$ cat config.mk
export PLATFORM = sky130hd
export DESIGN_NAME = seg_scan_driver
export DESIGN_NICKNAME = d
export VERILOG_FILES = /design/src/rtl/seg_scan_pkg.sv /design/src/rtl/scan_tick_gen.sv /design/src/rtl/seg_scan_driver.sv
export SDC_FILE = /design/constraint.sdc
export NUM_CORES = 1
export LEC_CHECK = 0
export ABC_CLOCK_PERIOD_IN_PS = 3000
export BUFFER_PORTS_ARGS = -buffer_cell sky130_fd_sc_hd__buf_2
export CORE_MARGIN = 1
export CORE_UTILIZATION = 33
export CTS_CLUSTER_DIAMETER = 200
export CTS_CLUSTER_SIZE = 14
export DETAILED_ROUTE_END_ITERATION = 16
export PLACE_DENSITY = 0.62
export SYNTH_ARGS = -nofsm -noshare
export SYNTH_HDL_FRONTEND = slang
export SYNTH_HIERARCHICAL = 1
export SYNTH_SLANG_ARGS = --single-unit
$ cat constraint.sdc
create_clock -name CLOCK_50 -period 3 [get_ports CLOCK_50]
set_input_delay 0.3 -clock CLOCK_50 [delete_from_list [all_inputs] [get_ports CLOCK_50]]
set_output_delay 0.3 -clock CLOCK_50 [all_outputs]
set_load 0.02 [all_outputs]
$ cat src/rtl/seg_scan_pkg.sv
// seg_scan_pkg: shared state type, blanking constants and digit-enable helper for the segment scanner
package seg_scan_pkg;
  typedef enum logic {S_BLANK, S_ON} state_t;
  localparam logic [6:0] SEG_BLANK = 7'h7F;
  localparam logic [3:0] AN_OFF = 4'hF;
  localparam int NUM_DIGITS = 4;
  function automatic logic [3:0] an_sel(input logic [1:0] d);
    return ~(4'b0001 << d);
  endfunction
endpackage

$ cat src/rtl/scan_tick_gen.sv
// scan_tick_gen: per-slot tick counter with blank-end, next-to-last and slot-end strobes
module scan_tick_gen #(
  parameter int DIGIT_TICKS = 12500,
  parameter int BLANK_TICKS = 500
) (
  input  logic CLOCK_50,
  input  logic resetn,
  output logic blank_done,
  output logic slot_near,
  output logic slot_done
);
  localparam int W = $clog2(DIGIT_TICKS);
  logic [W-1:0] cnt;
  assign blank_done = cnt == W'(BLANK_TICKS - 1);
  assign slot_near = cnt == W'(DIGIT_TICKS - 2);
  assign slot_done = cnt == W'(DIGIT_TICKS - 1);
  always_ff @(posedge CLOCK_50 or negedge resetn)
    if (!resetn) cnt <= '0;
    else cnt <= slot_done ? '0 : cnt + 1'b1;
endmodule

$ cat src/rtl/seg_scan_driver.sv
// seg_scan_driver: 4-digit multiplexed 7-segment scanner with blanking and frame-synchronous pattern loading
// Optional SEG_SCAN_BRIGHTNESS_PWM_EN adds a brightness input that PWM-gates the digit enables.
module seg_scan_driver
  import seg_scan_pkg::*;
#(
  parameter int DIGIT_TICKS = 12500,
  parameter int BLANK_TICKS = 500
) (
  input  logic       CLOCK_50,
  input  logic       resetn,
`ifdef SEG_SCAN_BRIGHTNESS_PWM_EN
  input  logic [3:0] brightness,
`endif
  input  logic       load_valid,
  output logic       load_ready,
  input  logic [6:0] pat0,
  input  logic [6:0] pat1,
  input  logic [6:0] pat2,
  input  logic [6:0] pat3,
  output logic [6:0] SEG,
  output logic [3:0] AN,
  output logic       frame_tick
);
  state_t state, state_n;
  logic [1:0] digit, digit_n;
  logic [NUM_DIGITS-1:0][6:0] disp, shadow;
  logic blank_done, slot_near, slot_done, en;
  scan_tick_gen #(.DIGIT_TICKS(DIGIT_TICKS), .BLANK_TICKS(BLANK_TICKS)) u_tick (
    .CLOCK_50  (CLOCK_50),
    .resetn    (resetn),
    .blank_done(blank_done),
    .slot_near (slot_near),
    .slot_done (slot_done)
  );
`ifdef SEG_SCAN_BRIGHTNESS_PWM_EN
  logic [3:0] pwm_cnt;
  always_ff @(posedge CLOCK_50 or negedge resetn)
    if (!resetn) pwm_cnt <= '0;
    else pwm_cnt <= pwm_cnt + 4'd1;
  // outputs are registered, so gate on the value the PWM counter will hold next cycle
  assign en = 4'(pwm_cnt + 4'd1) <= brightness;
`else
  assign en = 1'b1;
`endif
  always_comb begin
    state_n = state == S_BLANK ? (blank_done ? S_ON : S_BLANK) : (slot_done ? S_BLANK : S_ON);
    digit_n = state == S_ON && slot_done ? digit + 2'd1 : digit;
  end
  always_ff @(posedge CLOCK_50 or negedge resetn)
    if (!resetn) begin
      state      <= S_BLANK;
      digit      <= '0;
      disp       <= {NUM_DIGITS{SEG_BLANK}};
      shadow     <= {NUM_DIGITS{SEG_BLANK}};
      load_ready <= 1'b1;
      SEG        <= SEG_BLANK;
      AN         <= AN_OFF;
      frame_tick <= 1'b0;
    end else begin
      state      <= state_n;
      digit      <= digit_n;
      SEG        <= state_n == S_ON ? disp[digit_n] : SEG_BLANK;
      AN         <= state_n == S_ON && en ? an_sel(digit_n) : AN_OFF;
      frame_tick <= digit == 2'(NUM_DIGITS - 1) && slot_near;
      // a transfer landing on the frame boundary fills the shadow and waits a whole frame
      if (load_valid && load_ready) begin
        shadow     <= {pat3, pat2, pat1, pat0};
        load_ready <= 1'b0;
      end else if (frame_tick && !load_ready) begin
        disp       <= shadow;
        load_ready <= 1'b1;
      end
    end
endmodule

==> impl_metrics.yaml, run 1 <==
run_status:
  outcome: "finished, final reports clean"
critical_path:
  worstPathRequired_ns: 3.23
  crit_chain: "ha_1, or4b_1, or4_4, nor2_8, and2_2, xnor2_4, inv_2, a22oi_1, o2111ai_1"
  worstRegToRegCells: 9
  path_class: "reg2reg"
  critPathLaunchType: "flop"
  path_max_fanout: 10
  r2r_slack_ns: 0.25
  critPathCaptureType: "flop"
  r2r_end: "SEG[5]$_DFF_PN1_"
  slowest_delay_ns: 0.47
  critical_path_arrival_ns: 2.99
  r2r_start: "u_tick/cnt[1]$_DFF_PN0_"
  critPathSlowestCell: "or4_4"
global_routing:
  grt_use_met1: 0.193
  grt_pass1_vias: 2302
  grt.met3_usage: 0.0299
  gr-usage-met2: 0.185
  grt_remaining_overflow: 0
  grt_usage: 0.135
  top_usage_layer: "met1"
  grt_first_pass_wirelength_um: 11900
  antenna_found_initial: 0
  grt_max_degree: 87
placed_design:
  hpwl_um: 4850
  portBuffers: 43
  routabilityCongestion: 0.781
synth:
  syn_area_um2: 3780
  ys_top_cells_by_area: "dfstp_2, mux2_2, dfrtp_1"
  synth-xor-area-share: 0.0351
  synth_compound_area_frac: 0.0414
  synth_fa_ha_area_frac: 0.0132
  synth_top_family_by_area: "multiplexers"
  synthMuxAreaShare: 0.167
  synth-seq-cells: 86
  synth_ff_type: "dfstp_2"
  synth_cell_types: 34
  syn_nets: 322
  synthArstFlopShare: 1.00
  yosysMostFrequentCell: "dfstp_2"
  syn_inst: 287
  synthTopCellsByCount: "dfstp_2, mux2_2, nand3_1, dfrtp_1, nand2_1"
  synth_top_cell_by_area: "dfstp_2"
  ys_seq_area_frac: 0.592
  synth_top_area_share: 0.473
  synth_area_per_cell_um2: 13.2
  synth_edf_count: 0
  yosys.area_share.simple: 0.129
  yosys_warnings: 6
clock_tree:
  root_buffer: "clkbuf_16"
  cts_hold_buf: 0
  h-tree-depth: 3
  cts.sink_count: 86
  cts_buffers: 9
  post_cts_resized: 0
  clk_pin_slew_ns: 0.06
  cts_buffer_depth: 2
  post_cts_buffers: 0
  clock_latency_ns: 0.34
  cts_tree: "done"
timing:
  skew_ns: 0.00774
  fin_crit_ns: 2.75
  tns_ns: 0
  maxSlewHeadroom: 0.311
  setup-violations-final: 0
  rsz0062_at_grt: "false"
  hold_violations: 0
  min_period_over_period: 0.918
  fmax_mhz: 363
  slew_violations: 0
  worst_pin_slew_ns: 1.03
routing:
  drt_iter0_markers: 140
  via_per_inst: 4.91
  detail_route.first_pass.iterations: 4
  vias: 2336
  finalWirelength_um: 7130
  antenna_left: 0
  routedWlPerCell_um: 15.0
  drcViolationCount: 0
power:
  peakVddDrop_uv: 226
  power_uw: 2270
  power_frac_clock: 0.470
  p_leak_uw: 0.00186
  combinationalPowerShare: 0.018
  power_density_nw_per_um2: 515
  switching_share: 0.199
  seqPwrFrac: 0.512
  p_int_uw: 1820
  power.switching_uw: 452
floorplanning:
  die_area_um2: 11900
  start_util: 0.344
  rows: 38
  core_um2: 11000
  io_pins: 44
  dieHeight_um: 109
  die_w_um: 109
final_layout:
  num_antenna_cells: 0
  fin_nets: 366
  drive_gt1_frac: 0.571
  area_delta_synth_final_pct: 16.9
min_path:
  hold_class: "in2async"
job:
  max_cap_viol_count: 0
## cell usage in the layout, fill, tap and decap left out, types with 9 or more instances in the layout
cell type,n
nand3_1,21
buf_2,42
clkbuf_16,9
mux2_2,56
dfstp_2,68
dfrtp_1,17
nand2_1,15
nand4_1,14
nor2_1,12
## worst max-delay path: cells and delay by family, from the launching register on
family                     cells  cell delay, ns
AOI/OAI and AO/OA              2            0.37
xor gates and xnor gates       1            0.19
adders and majority gates      1            0.21
buffers and inverters          1            0.16
DFF                            1            0.43
and+or+nand+nor                4            1.29
## worst max-delay path by stage
stage	slack [ns]	cells after the start	start	endpoint
floorplan	0.45	9	u_tick/cnt[0]$_DFF_PN0_	SEG[0]$_DFF_PN1_
global placement	0.30	9	u_tick/cnt[1]$_DFF_PN0_	SEG[0]$_DFF_PN1_
detailed placement	0.18	9	u_tick/cnt[1]$_DFF_PN0_	SEG[5]$_DFF_PN1_
CTS	0.18	9	u_tick/cnt[1]$_DFF_PN0_	SEG[5]$_DFF_PN1_
global route	0.06	9	u_tick/cnt[1]$_DFF_PN0_	SEG[5]$_DFF_PN1_
finish	0.25	9	u_tick/cnt[1]$_DFF_PN0_	SEG[5]$_DFF_PN1_
## area by class of cell
type                            instances  area (um^2)
Clock buffer                           12          236
Clock inverter                          4         46.3
Fill cell                            1027         6570
Inverter                                4         15.0
Multi-Input combinational cell        183         1460
Sequential cell                        86         2240
Tap cell                              140          175
Timing Repair Buffer                   47          248
## cell families after synthesis
family | after synthesis
AOI/OAI and AO/OA | 22
xor gates and xnor gates | 13
muxes | 56
and+or+nand+nor | 88
DFF | 86
buffers and inverters | 18
adders and majority gates | 4
## power groups by stage
stage | combinational (uW) | clock [uW] | sequential (uW)
after global routing | 48.1 | 1160 | 1160
after floorplan | 0.650 | 0 | 1180
final | 40.4 | 1070 | 1160
after detailed placement | 43.3 | 0 | 1180
after global placement | 42.4 | 0 | 1180
after CTS | 43.2 | 1110 | 1160
## per-layer routing
layer | wire length (um) | up-vias
li1 | - | 1124
met1 | 3460 | 1137
met2 | 3160 | 64
met3 | 318 | 11
met4 | 185 | 0
met5 | 0 | -
## sequential cells by signal (all words and copies together), names as in the netlist, 2 cells and up
signal      flops
shadow         28
SEG             7
disp           28
AN              4
digit           2
u_tick/cnt     14
## through the flow
step / utilization / cells / setup slack [ns] / hold slack (ns) / area [um^2]
floorplan: - / 287 / 0.448 / 0.00441 / 3780
global placement: 0.376 / 460 / 0.300 / 0.508 / 4130
detailed placement: 0.376 / 460 / 0.183 / 0.518 / 4130
CTS: 0.402 / 476 / 0.180 / 0.178 / 4420
global route: 0.402 / 476 / 0.0571 / 0.182 / 4420
finish: 0.402 / 476 / 0.245 / 0.162 / 4420
Power figures use the tool's default switching activity.
==> run 2: changes to the inputs <==
- ABC_AREA: unset -> 1
==> run 2 against run 1 <==
Total power rose by 8.6%. Clock skew decreased by 0.0032 ns. Fmax rose by 17%. Largest cell class unchanged. Highest routed layer unchanged.
==> impl_metrics.yaml, run 2 <==
global_routing:
  top_usage_layer: "met2"
  antenna_found_initial: 0
  gr-usage-met2: 0.206
  grt_max_degree: 87
  grt.met3_usage: 0.0368
  grt_pass1_vias: 2527
  grt_use_met1: 0.177
  grt_first_pass_wirelength_um: 12100
  grt_remaining_overflow: 0
  grt_usage: 0.132
critical_path:
  path_max_fanout: 17
  worstPathRequired_ns: 3.24
  crit_path_start: "u_tick/cnt[0]$_DFF_PN0_"
  crit_chain: "ha_1, nor3b_1, nand3_1, inv_1, nand3_2, nand2_4, nand2_2, nand3_1, nand3_1"
  r2r_end: "SEG[2]$_DFF_PN1_"
  slowest_delay_ns: 0.42
  crit_top_cell: "nand3_1"
  critical_path_arrival_ns: 2.60
  r2r_slack_ns: 0.64
  critPathSlowestCell: "dfrtp_1"
  path_class: "reg2reg"
  critPathCaptureType: "flop"
  worstSetupEndpoint: "SEG[2]$_DFF_PN1_"
  worstRegToRegCells: 9
  r2r_start: "u_tick/cnt[0]$_DFF_PN0_"
  critPathLaunchType: "flop"
synth:
  syn_nets: 412
  ys_top_cells_by_area: "dfstp_2, dfrtp_1, mux2_2"
  yosysMostFrequentCell: "dfstp_2"
  synth_top_cell_by_area: "dfstp_2"
  synthArstFlopShare: 1.00
  synth_cell_types: 25
  synth-seq-cells: 86
  synth_area_per_cell_um2: 10.1
  syn_area_um2: 3800
  syn_inst: 377
  yosys_warnings: 6
  synth_ff_type: "dfstp_2"
  synthTopCellsByCount: "dfstp_2, nor2_1, inv_1, nand2_1, nand3_1"
  synth_top_area_share: 0.470
  ys_seq_area_frac: 0.588
  synth_edf_count: 0
floorplanning:
  start_util: 0.345
  die_area_um2: 12000
  rows: 38
  dieHeight_um: 109
  die_w_um: 109
  core_um2: 11000
  io_pins: 44
timing:
  maxSlewHeadroom: 0.301
  worst_pin_slew_ns: 1.05
  tns_ns: 0
  hold_violations: 0
  min_period_over_period: 0.787
  slew_violations: 0
  skew_ns: 0.00451
  setup-violations-final: 0
  fmax_mhz: 423
  fin_crit_ns: 2.36
  hold_ws_ns: 0.140
  rsz0062_at_grt: "false"
final_layout:
  drive_gt1_frac: 0.392
  area_delta_synth_final_pct: 16.2
  final_util: 0.401
  instances_no_fill: 563
  num_antenna_cells: 0
  reg_top3: "disp x28, shadow x28, u_tick/cnt x14"
  mostFrequentLayoutCells: "dfstp_2, nor2_1, inv_1"
  final_common_cell: "dfstp_2"
  fin_nets: 453
  nFillCells: 1109
clock_tree:
  cts_buffer_depth: 2
  post_cts_resized: 0
  h-tree-depth: 3
  cts.sink_count: 86
  clock_latency_ns: 0.33
  clk_pin_slew_ns: 0.06
  cts_buffers: 9
  root_buffer: "clkbuf_16"
  cts_tree: "done"
  post_cts_buffers: 0
  cts_hold_buf: 0
routing:
  finalWirelength_um: 7060
  detail_route.first_pass.iterations: 4
  antenna_left: 0
  drt_iter0_markers: 120
  routedWlPerCell_um: 12.5
  drcViolationCount: 0
  via_per_inst: 4.55
  vias: 2560
placed_design:
  placed_cells: 547
  routabilityCongestion: 0.829
  portBuffers: 43
  hpwl_um: 4910
power:
  peakVddDrop_uv: 239
  power_density_nw_per_um2: 559
  p_leak_uw: 0.00197
run_status:
  outcome: "finished, final reports clean"
job:
  max_cap_viol_count: 0
min_path:
  hold_class: "in2async"
## run 2: cell types whose count changed after synthesis, sizes merged, moves of 8 or more
cell | before | now
a21oi | 7 | 26
inv | 4 | 45
mux2 | 56 | 23
nand2 | 15 | 54
nand3 | 21 | 41
nand4 | 14 | 2
nor2 | 13 | 55
o21ai | 0 | 8
## run 2: routing by layer
| metal | vias up | share of wire |
|---|---|---|
| li1 | 1279 | - |
| met1 | 1224 | 0.47 |
| met2 | 51 | 0.48 |
| met3 | 6 | 0.040 |
| met4 | 0 | 0.010 |
| met5 | - | 0 |
## run 2: worst min path at each step
stage	to	slack (ns)	depth (start not counted)
floorplan	digit[0]$_DFF_PN0_	0.004	0
global placement	shadow[21]$_DFFE_PN1P_	0.46	2
detailed placement	shadow[24]$_DFFE_PN1P_	0.47	2
CTS	load_ready$_DFFE_PN1P_	0.13	2
global route	shadow[19]$_DFFE_PN1P_	0.18	2
finish	u_tick/cnt[13]$_DFF_PN0_	0.14	1
## run 2: cell type report
type,instances,area [um^2],share of cell area
Clock inverter,5,56.3,0.0127
Timing Repair Buffer,44,225,0.0510
Multi-Input combinational cell,232,1300,0.295
Inverter,45,169,0.0382
Clock buffer,11,253,0.0572
Sequential cell,86,2240,0.506
Tap cell,140,175,0.0396
## run 2: critical path, delay by kind of cell, from the launching register on
| family | cells | cell delay [ns] |
|---|---|---|
| adder cells (fa/ha/maj) | 1 | 0.21 |
| buffers and inverters | 1 | 0.27 |
| flip-flops | 1 | 0.42 |
| AND/OR/NAND/NOR | 7 | 1.37 |
## run 2: report_power, final
part           leakage [uW]  internal (uW)  switching (uW)
Combinational      0.000876           41.9            42.9
Sequential         0.000946           1240            19.7
Clock              0.000148            689             437
## run 2: logic make-up (layout without fill, tap and decap cells)
| kind of cell | count (synthesis) | in the layout | share of synthesized area |
|---|---|---|---|
| AND/OR/NAND/NOR | 161 | 161 | 0.194 |
| flip-flops | 86 | 86 | 0.588 |
| buffers and inverters | 59 | 105 | 0.0691 |
| AO/OA/AOI/OAI | 35 | 35 | 0.0467 |
| multiplexers | 23 | 23 | 0.0681 |
| XOR/XNOR | 9 | 9 | 0.0207 |
| adder cells (fa/ha/maj) | 4 | 4 | 0.0132 |
## run 2: through the flow
step / setup WS [ns] / cell area, um^2 / total power, uW
after CTS: 0.659 / 4420 / 2520
final: 0.638 / 4420 / 2470
after floorplan: 1.21 / 3800 / 1310
after detailed placement: 0.686 / 4110 / 1360
after global placement: 0.857 / 4110 / 1360
after global routing: 0.438 / 4420 / 2580
==> run 3: changes to the inputs <==
- ABC_CLOCK_PERIOD_IN_PS: 3000 -> 2400
- clock period: 3 -> 2.4 ns (I/O delays scaled with it)
==> run 3 against run 2 <==
Clock power up 20%. Flip-flop and latch count is the same. Total power increased by 23%. Critical path type unchanged.
==> impl_metrics.yaml, run 3 (same netlist as run 2, synthesis figures left out) <==
critical_path:
  r2r_end: "SEG[3]$_DFF_PN1_"
  r2r_slack_ns: 0.31
  critPathCaptureType: "flop"
  worstPathRequired_ns: 2.67
  slowest_delay_ns: 0.42
  crit_top_cell: "nand3_1"
  path_max_fanout: 11
  crit_chain: "ha_1, nor3b_1, nand3_1, inv_2, nand2_2, nand2_1, nand2_1, inv_2, nand3_1, nand3_1"
  crit_path_start: "u_tick/cnt[1]$_DFF_PN0_"
  r2r_start: "u_tick/cnt[1]$_DFF_PN0_"
  path_class: "reg2reg"
  critical_path_arrival_ns: 2.36
  worstRegToRegCells: 10
  critPathLaunchType: "flop"
  critPathSlowestCell: "dfrtp_1"
power:
  combinationalPowerShare: 0.036
  seqPwrFrac: 0.516
  p_leak_uw: 0.00198
  power_uw: 3050
  power.switching_uw: 707
  power_density_nw_per_um2: 686
  p_int_uw: 2340
  peakVddDrop_uv: 430
  power_frac_clock: 0.447
  switching_share: 0.232
run_status:
  outcome: "finished, final reports clean"
floorplanning:
  core_um2: 11000
  die_w_um: 109
  rows: 38
  dieHeight_um: 109
  die_area_um2: 12000
  io_pins: 44
  start_util: 0.345
timing:
  tns_ns: 0
  setup-violations-final: 0
  skew_ns: 0.00521
  slew_violations: 0
  maxSlewHeadroom: 0.502
  rsz0062_at_grt: "false"
  worst_pin_slew_ns: 0.748
  fin_crit_ns: 2.09
  min_period_over_period: 0.871
  fmax_mhz: 478
  hold_violations: 0
placed_design:
  portBuffers: 43
  routabilityCongestion: 0.856
  hpwl_um: 5160
clock_tree:
  cts_buffer_depth: 2
  cts_tree: "done"
  h-tree-depth: 3
  cts_buffers: 9
  post_cts_buffers: 0
  clk_pin_slew_ns: 0.07
  root_buffer: "clkbuf_16"
  clock_latency_ns: 0.34
  cts.sink_count: 86
routing:
  finalWirelength_um: 7110
  antenna_left: 0
  detail_route.first_pass.iterations: 4
  drt_iter0_markers: 121
  met3_length_um: 276
  drt-met1-wl_um: 3150
  vias: 2603
  wl_met2_um: 3550
  drcViolationCount: 0
  routedWlPerCell_um: 12.5
  via_per_inst: 4.59
  routed.top_layer: "met4"
final_layout:
  area_delta_synth_final_pct: 16.7
  num_antenna_cells: 0
  drive_gt1_frac: 0.398
  reg_top3: "disp x28, shadow x28, u_tick/cnt x14"
  fin_nets: 457
  final_common_cell: "dfstp_2"
  mostFrequentLayoutCells: "dfstp_2, nor2_1, inv_1, nand2_1, buf_2"
min_path:
  min_from: "load_valid"
  holdPathEnd: "load_ready$_DFFE_PN1P_"
  worstHoldPathCells: 2
  hold_class: "in2reg"
global_routing:
  antenna_found_initial: 0
  grt_max_degree: 63
  grt_first_pass_wirelength_um: 12100
  grt_usage: 0.131
  grt_remaining_overflow: 0
  grt_pass1_vias: 2632
job:
  max_cap_viol_count: 0
run 3: final cells by class:
cell class | count | area [um^2]
Timing Repair Buffer | 48 | 258
Clock buffer | 9 | 225
Clock inverter | 7 | 72.6
Multi-Input combinational cell | 232 | 1300
Inverter | 45 | 169
Sequential cell | 86 | 2240
Fill cell | 1132 | 6590
Tap cell | 140 | 175
run 3: layer usage:
metal / global-route usage / up-vias
met1: 0.163 / 1251
met4: 0.0543 / 0
met5: 0 / -
met3: 0.0296 / 12
met2: 0.220 / 43
li1: - / 1297
run 3: worst max-delay path by stage:
stage                             endpoint  slack (ns)  cells past startpoint
after detailed placement  SEG[3]$_DFF_PN1_        0.21                     10
final                     SEG[3]$_DFF_PN1_        0.31                     10
after global placement    SEG[0]$_DFF_PN1_        0.34                     10
after floorplan           SEG[1]$_DFF_PN1_        0.61                     10
after CTS                 SEG[3]$_DFF_PN1_        0.20                     10
after global routing      SEG[4]$_DFF_PN1_        0.08                     10
run 3: per-stage QoR:
stage / cells / hold WS [ns] / cell area, um^2 / util / setup slack [ns]
3_3_place_gp: 550 / 0.356 / 4130 / 0.375 / 0.338
2_1_floorplan: 377 / -0.0556 / 3800 / - / 0.611
3_5_place_dp: 550 / 0.355 / 4130 / 0.375 / 0.211
5_1_grt: 567 / 0.108 / 4440 / 0.402 / 0.0812
6_report: 567 / 0.0841 / 4440 / 0.402 / 0.310
4_1_cts: 567 / 0.0812 / 4440 / 0.402 / 0.197
run 3: critical path: cells and delay by family (launching register included):
kind                       cells  cell delay, ns
buffers and inverters          2            0.41
DFF                            1            0.42
adders and majority gates      1            0.18
and+or+nand+nor                7            1.01
run 3: repair_timing:
item                                    CTS  global route
hold endpoints to repair                  9             0
endpoints found under the setup margin    0             4
gates resized for setup                   0             1
hold buffers                              1             0
run 3: power by group through the flow:
stage	Combinational [uW]	Sequential, uW	Clock, uW
after floorplan	50.6	1590	0
after global placement	109	1590	0
after detailed placement	115	1600	0
after CTS	116	1570	1400
after global routing	129	1580	1460
final	111	1570	1360
